[config.mk]
export PLATFORM = sky130hd
export DESIGN_NAME = adder_2_share_ctrl
export DESIGN_NICKNAME = d
export VERILOG_FILES = /design/src/rtl/adder_2_share_ctrl.sv
export SDC_FILE = /design/constraint.sdc
export NUM_CORES = 1
export LEC_CHECK = 0
export CAP_MARGIN = 20
export CELL_PAD_IN_SITES_DETAIL_PLACEMENT = 1
export CELL_PAD_IN_SITES_GLOBAL_PLACEMENT = 1
export CORE_UTILIZATION = 34
export CTS_BUF_LIST = sky130_fd_sc_hd__clkbuf_8 sky130_fd_sc_hd__clkbuf_16
export DETAILED_ROUTE_END_ITERATION = 7
export HOLD_SLACK_MARGIN = 0.02
export PLACE_DENSITY = 0.85
export REMOVE_ABC_BUFFERS = 1
export SYNTH_ARGS = -nofsm -noshare
export SYNTH_HDL_FRONTEND = slang
export SYNTH_SLANG_ARGS = --single-unit
[constraint.sdc]
create_clock -name clk -period 1.8 [get_ports clk]
set_input_delay 0.18 -clock clk [delete_from_list [all_inputs] [get_ports clk]]
set_output_delay 0.18 -clock clk [all_outputs]
set_load 0.005 [all_outputs]
[src/rtl/adder_2_share_ctrl.sv]
// Round-robin time-share of one external combinational 3-bit adder (adder_2 pin set) among NREQ requesters.
// Latency accept->rsp_valid = SETTLE+1; rsp held until rsp_ready; macro APPROX_ERR_MON_EN adds err_cnt/err_dist.
module adder_2_share_ctrl #(
    parameter int  NREQ   = 4,
    parameter int  SETTLE = 1,
    localparam int IDW    = $clog2(NREQ)
) (
    input  logic              clk,
    input  logic              rst_n,
    input  logic [NREQ-1:0]   req_valid,
    output logic [NREQ-1:0]   req_ready,
    input  logic [NREQ*7-1:0] req_opnd,
    output logic [6:0]        add_pi,
    input  logic [3:0]        add_po,
    output logic              rsp_valid,
    input  logic              rsp_ready,
    output logic [IDW-1:0]    rsp_id,
    output logic [3:0]        rsp_sum,
    output logic              busy
`ifdef APPROX_ERR_MON_EN
    ,
    output logic [15:0]       err_cnt,
    output logic [19:0]       err_dist
`endif
);

    typedef enum logic [1:0] {IDLE, GRANT, DRIVE, RESP} state_t;

    state_t         state_q, state_d;
    logic [IDW-1:0] win_q, win_d;
    logic [IDW-1:0] rr_ptr_q, rr_ptr_d;
    logic [3:0]     cnt_q, cnt_d;
    logic [6:0]     add_pi_q, add_pi_d;
    logic           rsp_valid_q, rsp_valid_d;
    logic [IDW-1:0] rsp_id_q, rsp_id_d;
    logic [3:0]     rsp_sum_q, rsp_sum_d;
    logic [1:0]     rst_sync_q, rst_sync_d;
    logic           arst_n;
    logic           capture;
    logic [IDW-1:0] pick_id;
    logic           pick_vld;
    logic [6:0]     sel_opnd;

    // Reset asserts immediately, releases two clocks after rst_n rises.
    always_comb rst_sync_d = {rst_sync_q[0], 1'b1};

    always_ff @(posedge clk or negedge rst_n) begin
        if (!rst_n) rst_sync_q <= 2'b00;
        else        rst_sync_q <= rst_sync_d;
    end

    assign arst_n = rst_sync_q[1];

    function automatic logic [IDW-1:0] idx_add(input logic [IDW-1:0] base, input int off);
        int s;
        s = int'(base) + off;
        if (s >= NREQ) s = s - NREQ;
        return s[IDW-1:0];
    endfunction

    // Scan downward so the smallest offset from rr_ptr wins.
    always_comb begin
        pick_id  = '0;
        pick_vld = 1'b0;
        for (int off = NREQ - 1; off >= 0; off--) begin
            if (req_valid[idx_add(rr_ptr_q, off)]) begin
                pick_id  = idx_add(rr_ptr_q, off);
                pick_vld = 1'b1;
            end
        end
    end

    always_comb begin
        sel_opnd  = 7'd0;
        req_ready = '0;
        for (int i = 0; i < NREQ; i++) begin
            if (win_q == IDW'(i)) begin
                sel_opnd     = req_opnd[i*7 +: 7];
                req_ready[i] = (state_q == GRANT);
            end
        end
    end

    always_comb begin
        state_d     = state_q;
        win_d       = win_q;
        rr_ptr_d    = rr_ptr_q;
        cnt_d       = cnt_q;
        add_pi_d    = add_pi_q;
        rsp_valid_d = rsp_valid_q;
        rsp_id_d    = rsp_id_q;
        rsp_sum_d   = rsp_sum_q;
        capture     = 1'b0;
        case (state_q)
            IDLE: begin
                if (pick_vld) begin
                    win_d   = pick_id;
                    state_d = GRANT;
                end
            end
            GRANT: begin
                add_pi_d = sel_opnd;
                cnt_d    = 4'(SETTLE - 1);
                state_d  = DRIVE;
            end
            DRIVE: begin
                if (cnt_q == 4'd0) begin
                    capture = 1'b1;
                    state_d = RESP;
                end else begin
                    cnt_d = cnt_q - 4'd1;
                end
            end
            RESP: begin
                if (rsp_ready) begin
                    rsp_valid_d = 1'b0;
                    rr_ptr_d    = idx_add(win_q, 1);
                    state_d     = IDLE;
                end
            end
            default: state_d = IDLE;
        endcase
        if (capture) begin
            rsp_sum_d   = add_po;
            rsp_id_d    = win_q;
            rsp_valid_d = 1'b1;
        end
    end

    always_ff @(posedge clk or negedge arst_n) begin
        if (!arst_n) begin
            state_q     <= IDLE;
            win_q       <= '0;
            rr_ptr_q    <= '0;
            cnt_q       <= 4'd0;
            add_pi_q    <= 7'd0;
            rsp_valid_q <= 1'b0;
            rsp_id_q    <= '0;
            rsp_sum_q   <= 4'd0;
        end else begin
            state_q     <= state_d;
            win_q       <= win_d;
            rr_ptr_q    <= rr_ptr_d;
            cnt_q       <= cnt_d;
            add_pi_q    <= add_pi_d;
            rsp_valid_q <= rsp_valid_d;
            rsp_id_q    <= rsp_id_d;
            rsp_sum_q   <= rsp_sum_d;
        end
    end

    assign add_pi    = add_pi_q;
    assign rsp_valid = rsp_valid_q;
    assign rsp_id    = rsp_id_q;
    assign rsp_sum   = rsp_sum_q;
    assign busy      = (state_q != IDLE);

`ifdef APPROX_ERR_MON_EN
    logic [15:0] err_cnt_q, err_cnt_d;
    logic [19:0] err_dist_q, err_dist_d;
    logic [3:0]  exact_sum;
    logic [3:0]  abs_diff;
    logic [20:0] dist_sum;

    // add_pi_q is stable through DRIVE, so the exact reference is valid at capture.
    always_comb begin
        exact_sum  = {1'b0, add_pi_q[2:0]} + {1'b0, add_pi_q[5:3]} + {3'b000, add_pi_q[6]};
        abs_diff   = (add_po >= exact_sum) ? (add_po - exact_sum) : (exact_sum - add_po);
        dist_sum   = {1'b0, err_dist_q} + {17'd0, abs_diff};
        err_cnt_d  = err_cnt_q;
        err_dist_d = err_dist_q;
        if (capture && (abs_diff != 4'd0)) begin
            if (err_cnt_q != 16'hFFFF) err_cnt_d = err_cnt_q + 16'd1;
            err_dist_d = dist_sum[20] ? 20'hFFFFF : dist_sum[19:0];
        end
    end

    always_ff @(posedge clk or negedge arst_n) begin
        if (!arst_n) begin
            err_cnt_q  <= 16'd0;
            err_dist_q <= 20'd0;
        end else begin
            err_cnt_q  <= err_cnt_d;
            err_dist_q <= err_dist_d;
        end
    end

    assign err_cnt  = err_cnt_q;
    assign err_dist = err_dist_q;
`endif

endmodule

Yosys cells after proc, flatten, opt, wreduce, memory -nomap -nowiden
Index checks and enable logic that the tools add are counted.
W data, S select, Z words.
{"block": "totals", "input_bits": 39, "word_cells": 90, "ff_bits": 26, "output_inout_bits": 19}
{"block": "classes", "reduce_logical": 12, "add_sub_neg": 10, "n_lt_le_gt_ge": 9, "mux": 40, "eq_ne": 10}
{"cell": "$mux W7", "n": 4}
{"cell": "$mux W2", "n": 12}
{"cell": "$mux W1", "n": 17}
{"cell": "$ge A3 B3 Y1 const B", "n": 4}
{"cell": "$lt A2 B3 Y1 const B", "n": 4}
{"cell": "$sub A2 B1 Y2 const B", "n": 5}
{"cell": "$bmux W1 S2", "n": 4}
{"cell": "$eq A2 B2 Y1 const B", "n": 4}
{"cell": "$ne A2 B2 Y1 const B", "n": 4}
{"cell": "$pmux W2 S4", "n": 1}
{"cell": "$pmux W4 S2", "n": 1}
{"cell": "$reduce_and A2 Y1", "n": 4}
{"cell": "$reduce_bool A2 Y1", "n": 4}
{"cell": "$add A2 B1 Y3 const B", "n": 2}
{"cell": "$add A2 B2 Y3 const B", "n": 2}
{"cell": "$eq A2 B1 Y1 const B", "n": 2}
{"cell": "$logic_not A2 Y1", "n": 2}
{"cell": "$logic_not A4 Y1", "n": 1}
{"cell": "$mux W4", "n": 1}
{"cell": "$sub A4 B1 Y4 const B", "n": 1}
{"cell": "$ge A2 B3 Y1 const B", "n": 1}
{"cell": "$reduce_and A3 Y1", "n": 1}

Longest topological paths before layout
{"block": "depth", "depth_word": 11, "depth_mapped": 7, "ltp_nobuf": 5}

Worst setup path before layout
Ideal clock, no wire load.
{"block": "synth_timing", "kind": "register to register", "start": "register cnt_q[0]", "end": "register state_q[1]", "slack_ps": 55, "path_buffers": 0, "arrival_time_ps": 1617, "stages_incl_launch_ff": 6, "synth_period_minus_slack_ps": 1745, "cell_sequence": "dfrtp_1 > inv_1 > ha_1 > or3b_1 > a221oi_2 > mux2_1"}
{"block": "synth_between", "elab_chain_cells": 3}
{"item": "from (decl)", "line": "32", "source": "logic [3:0] cnt_q, cnt_d;"}
{"item": "from (signal assigned)", "line": "144", "source": "cnt_q <= cnt_d;"}
{"item": "$logic_not A4 Y1", "line": "107", "source": "if (cnt_q == 4'd0) begin"}
{"item": "$ne A2 B2 Y1 (no source line)"}
{"item": "$reduce_and A3 Y1 (no source line)"}
{"item": "to (signal assigned)", "line": "141", "source": "state_q <= state_d;"}
{"item": "to (decl)", "line": "29", "source": "state_t state_q, state_d;"}
Every way passes these cells.
A chain may end at the register's enable or synchronous reset.

Worst setup path after layout
{"block": "layout_timing", "start": "register cnt_q[1]", "end": "register state_q[1]"}
Same word-level chain as after synthesis.

==> impl_metrics.py <==
metrics = {
    "drt": {
        "drtIter0Drc": 72,
        "postRouteAntennaNets": 0,
        "drt_pass1_iterations": 4,
        "vias": 1463,
        "post_drt_wl_per_cell_um": 17.6,
        "wirelength_um": 4900,
        "via_per_inst": 5.24,
        "drc": 0,
    },
    "sta": {
        "drv_slew": 0,
        "rsz0062_at_grt": "yes",
        "maxSlewHeadroom_pct": 62.8,
        "fin_crit_sh_pct": 100,
        "setup_viol": 1,
        "finalClockSkew_ns": 0.00285,
        "whs_ns": 0.0572,
        "worst_slew_pin_slew_ns": 0.553,
        "max_freq_mhz": 555,
        "min_period_ns": 1.80,
        "setup_slack_ns": -0.000360,
        "hold_viol": 0,
    },
    "clock_tree": {
        "cts_sinks": 26,
        "clk_latency_ns": 0.27,
        "htree_levels": 1,
        "clk_pin_slew_ns": 0.09,
        "cts_tree": "yes",
        "cts_buffers": 3,
        "clockBufferDepth": 2,
        "clockRootBuffer": "clkbuf_8",
    },
    "critical_path": {
        "crit_path_max_incr_delay_ns": 0.41,
        "start_kind": "flip-flop",
        "worst_path_max_delay_cell": "or3b_4",
        "critPathArrivalTime_ns": 1.96,
        "criticalPathCategory": "reg -> reg",
        "endpoint_kind": "flip-flop",
        "cp_max_fo": 2,
        "path_cells": "inv_1 > ha_1 > or3b_4 > a221oi_4 > mux2_4",
        "required_ns": 1.96,
    },
    "power_and_ir_drop": {
        "p_comb_share_pct": 60.3,
        "p_int_uw": 2170,
        "power_density_mw_per_mm2": 1440,
        "peakVddDrop_uv": 710,
        "leakage_uw": 0.00106,
        "p_clk_share_pct": 11.1,
        "switching_share_pct": 36.4,
        "p_seq_share_pct": 28.6,
        "p_switching_uw": 1240,
    },
    "synthesis": {
        "ys_top_cells_by_area": "dfrtp_1 (43%), ha_1 (7.5%), a221o_1 (4.7%), inv_1 (3.8%), mux2_1 (3.8%)",
        "yosysMostFrequentCell": "dfrtp_1",
        "syn_inst": 154,
        "yosys_warnings": 0,
        "syn_avg_cell_area_um2": 9.73,
        "netlist_area_mm2": 0.00150,
        "ys_ff_latch": 26,
        "synth-edff-count": 0,
        "synth_commonest_cells": "dfrtp_1 (26), inv_1 (15), nand2_1 (13)",
        "ys.flop_type": "dfrtp_1",
        "async_flop_share_pct": 100,
        "synth_top_area_share_pct": 43.4,
        "synth_cell_types": 32,
        "yosysSeqAreaShare_pct": 43.4,
        "synth_top_cell_by_area": "dfrtp_1",
    },
    "final_layout": {
        "fin_nets": 278,
        "diodes": 0,
        "final_area_mm2": 0.00237,
        "drive_gt1_share_pct": 17.9,
        "filler_cell_count": 470,
        "syn_to_final_growth_pct": 58.2,
    },
    "floorplan": {
        "die_area_mm2": 0.00467,
        "die_height_um": 68.4,
        "initial_core_util_pct": 36.4,
        "core_mm2": 0.00412,
        "rows": 23,
        "die_w_um": 68.4,
        "num_io_pins": 58,
    },
    "placed_design": {
        "hpwl_um": 3590,
        "routabilityCongestion": 0.759,
        "io_buffer_count": 57,
        "place_area_mm2": 0.00216,
    },
    "outcome": {
        "outcome": "finished, violations left",
        "violations": "setup timing",
    },
    "grt": {
        "first_global_vias": 1580,
        "overflow": 0,
        "antenna_found_initial": 0,
        "grt_usage_pct": 23.3,
        "grt_pass1_wl_um": 7760,
        "grt_max_degree": 25,
    },
    "run": {
        "maxCapViolations": 0,
    },
    "hold_path": {
        "min_path_type": "in -> async",
    },
}
sequential cells by signal (all words and copies together), names as in the netlist:
signal	flops
win_q	2
rr_ptr_q	2
cnt_q	4
rst_sync_q	2
add_pi	7
rsp_valid	1
rsp_id	2
rsp_sum	4
state_q	2
what timing repair did:
action | in CTS | in global routing
hold buffers | 0 | 0
pin swaps | 2 | 1
buffers inserted | 10 | 3
setup endpoints to repair | 6 | 4
resized for setup | 12 | 5
placed cells by master (no fill, tap or decap), types with 2 or more instances in the layout:
master / count
a221o_1: 7
inv_1: 13
and2_1: 4
a31oi_1: 7
o41ai_1: 2
clkbuf_8: 4
nor2_1: 11
mux2i_1: 3
nand3b_1: 7
clkdlybuf4s50_1: 53
nand2b_1: 4
buf_4: 22
ha_4: 3
nor2b_1: 2
ha_1: 6
inv_2: 2
a21oi_1: 9
mux2_2: 3
dfrtp_1: 24
dfrtp_2: 2
nand2_1: 13
mux2_1: 4
o21ai_0: 7
dlygate4sd2_1: 3
worst paths after layout:
check	startpoint	endpoint	slack, ns	cells past startpoint
max in group asynchronous	rst_sync_q[1]	win_q[1]	1.31	1
min reg2reg	rst_sync_q[1]	add_pi[3]	0.23	1
min in group clk	rst_sync_q[0]	rst_sync_q[1]	0.37	0
max reg2reg	cnt_q[1]	state_q[1]	-0.0004	5
min	rst_n	rst_sync_q[0]	0.06	1
max	cnt_q[1]	state_q[1]	-0.0004	5
kinds of logic after synthesis:
logic type	Yosys count	synth area share, %
buf+inv	23	6.26
other cells	1	0.250
compound gates	37	17.4
simple gates	47	17.1
fa+ha+maj	9	7.52
mux	11	8.02
flops	26	43.4
final cells by class:
class,instances,area [um^2],share of cell area (%)
multi-input cells,105,808,34.1
repair buffers,79,734,31.0
flip-flops and latches,26,653,27.6
well taps,50,62.6,2.64
inverters,15,56.3,2.38
clock buffers,4,55.1,2.32
per-stage QoR:
stage | total power (uW) | TNS (ns) | util, % | worst slack (ns) | cells
2_1_floorplan | 1890 | 0 | - | 0.0552 | 146
3_3_place_gp | 2610 | 0 | 52.5 | 0.0679 | 262
3_5_place_dp | 2740 | -0.0253 | 52.5 | -0.0253 | 262
4_1_cts | 3290 | 0 | 56.1 | 0.00299 | 276
5_1_grt | 3680 | -0.0731 | 57.6 | -0.0533 | 279
6_report | 3410 | -0.000360 | 57.6 | -0.000360 | 279
power by group through the flow:
stage          logic (uW)  clock network [uW]  registers, uW
3_3_place_gp         1620                   0            982
3_5_place_dp         1730                   0           1010
4_1_cts              1920                 391            975
6_report             2050                 378            975
5_1_grt              2260                 410           1000
2_1_floorplan         902                   0            984
worst max-delay path, delay by kind of cell, from the launching register on:
family	cells	cell delay, ns
flops	1	0.39
buf+inv	1	0.08
fa+ha+maj	1	0.15
mux	1	0.33
simple gates	1	0.41
compound gates	1	0.33
metal layers:
layer	track usage, %	up-vias	share of wire, %
met1	24.4	724	39
li1	-	689	-
met4	8.07	0	2.9
met2	46.1	39	55
met5	0	-	0
met3	3.33	11	3.1
No activity file was read; power rests on OpenSTA's default activity.
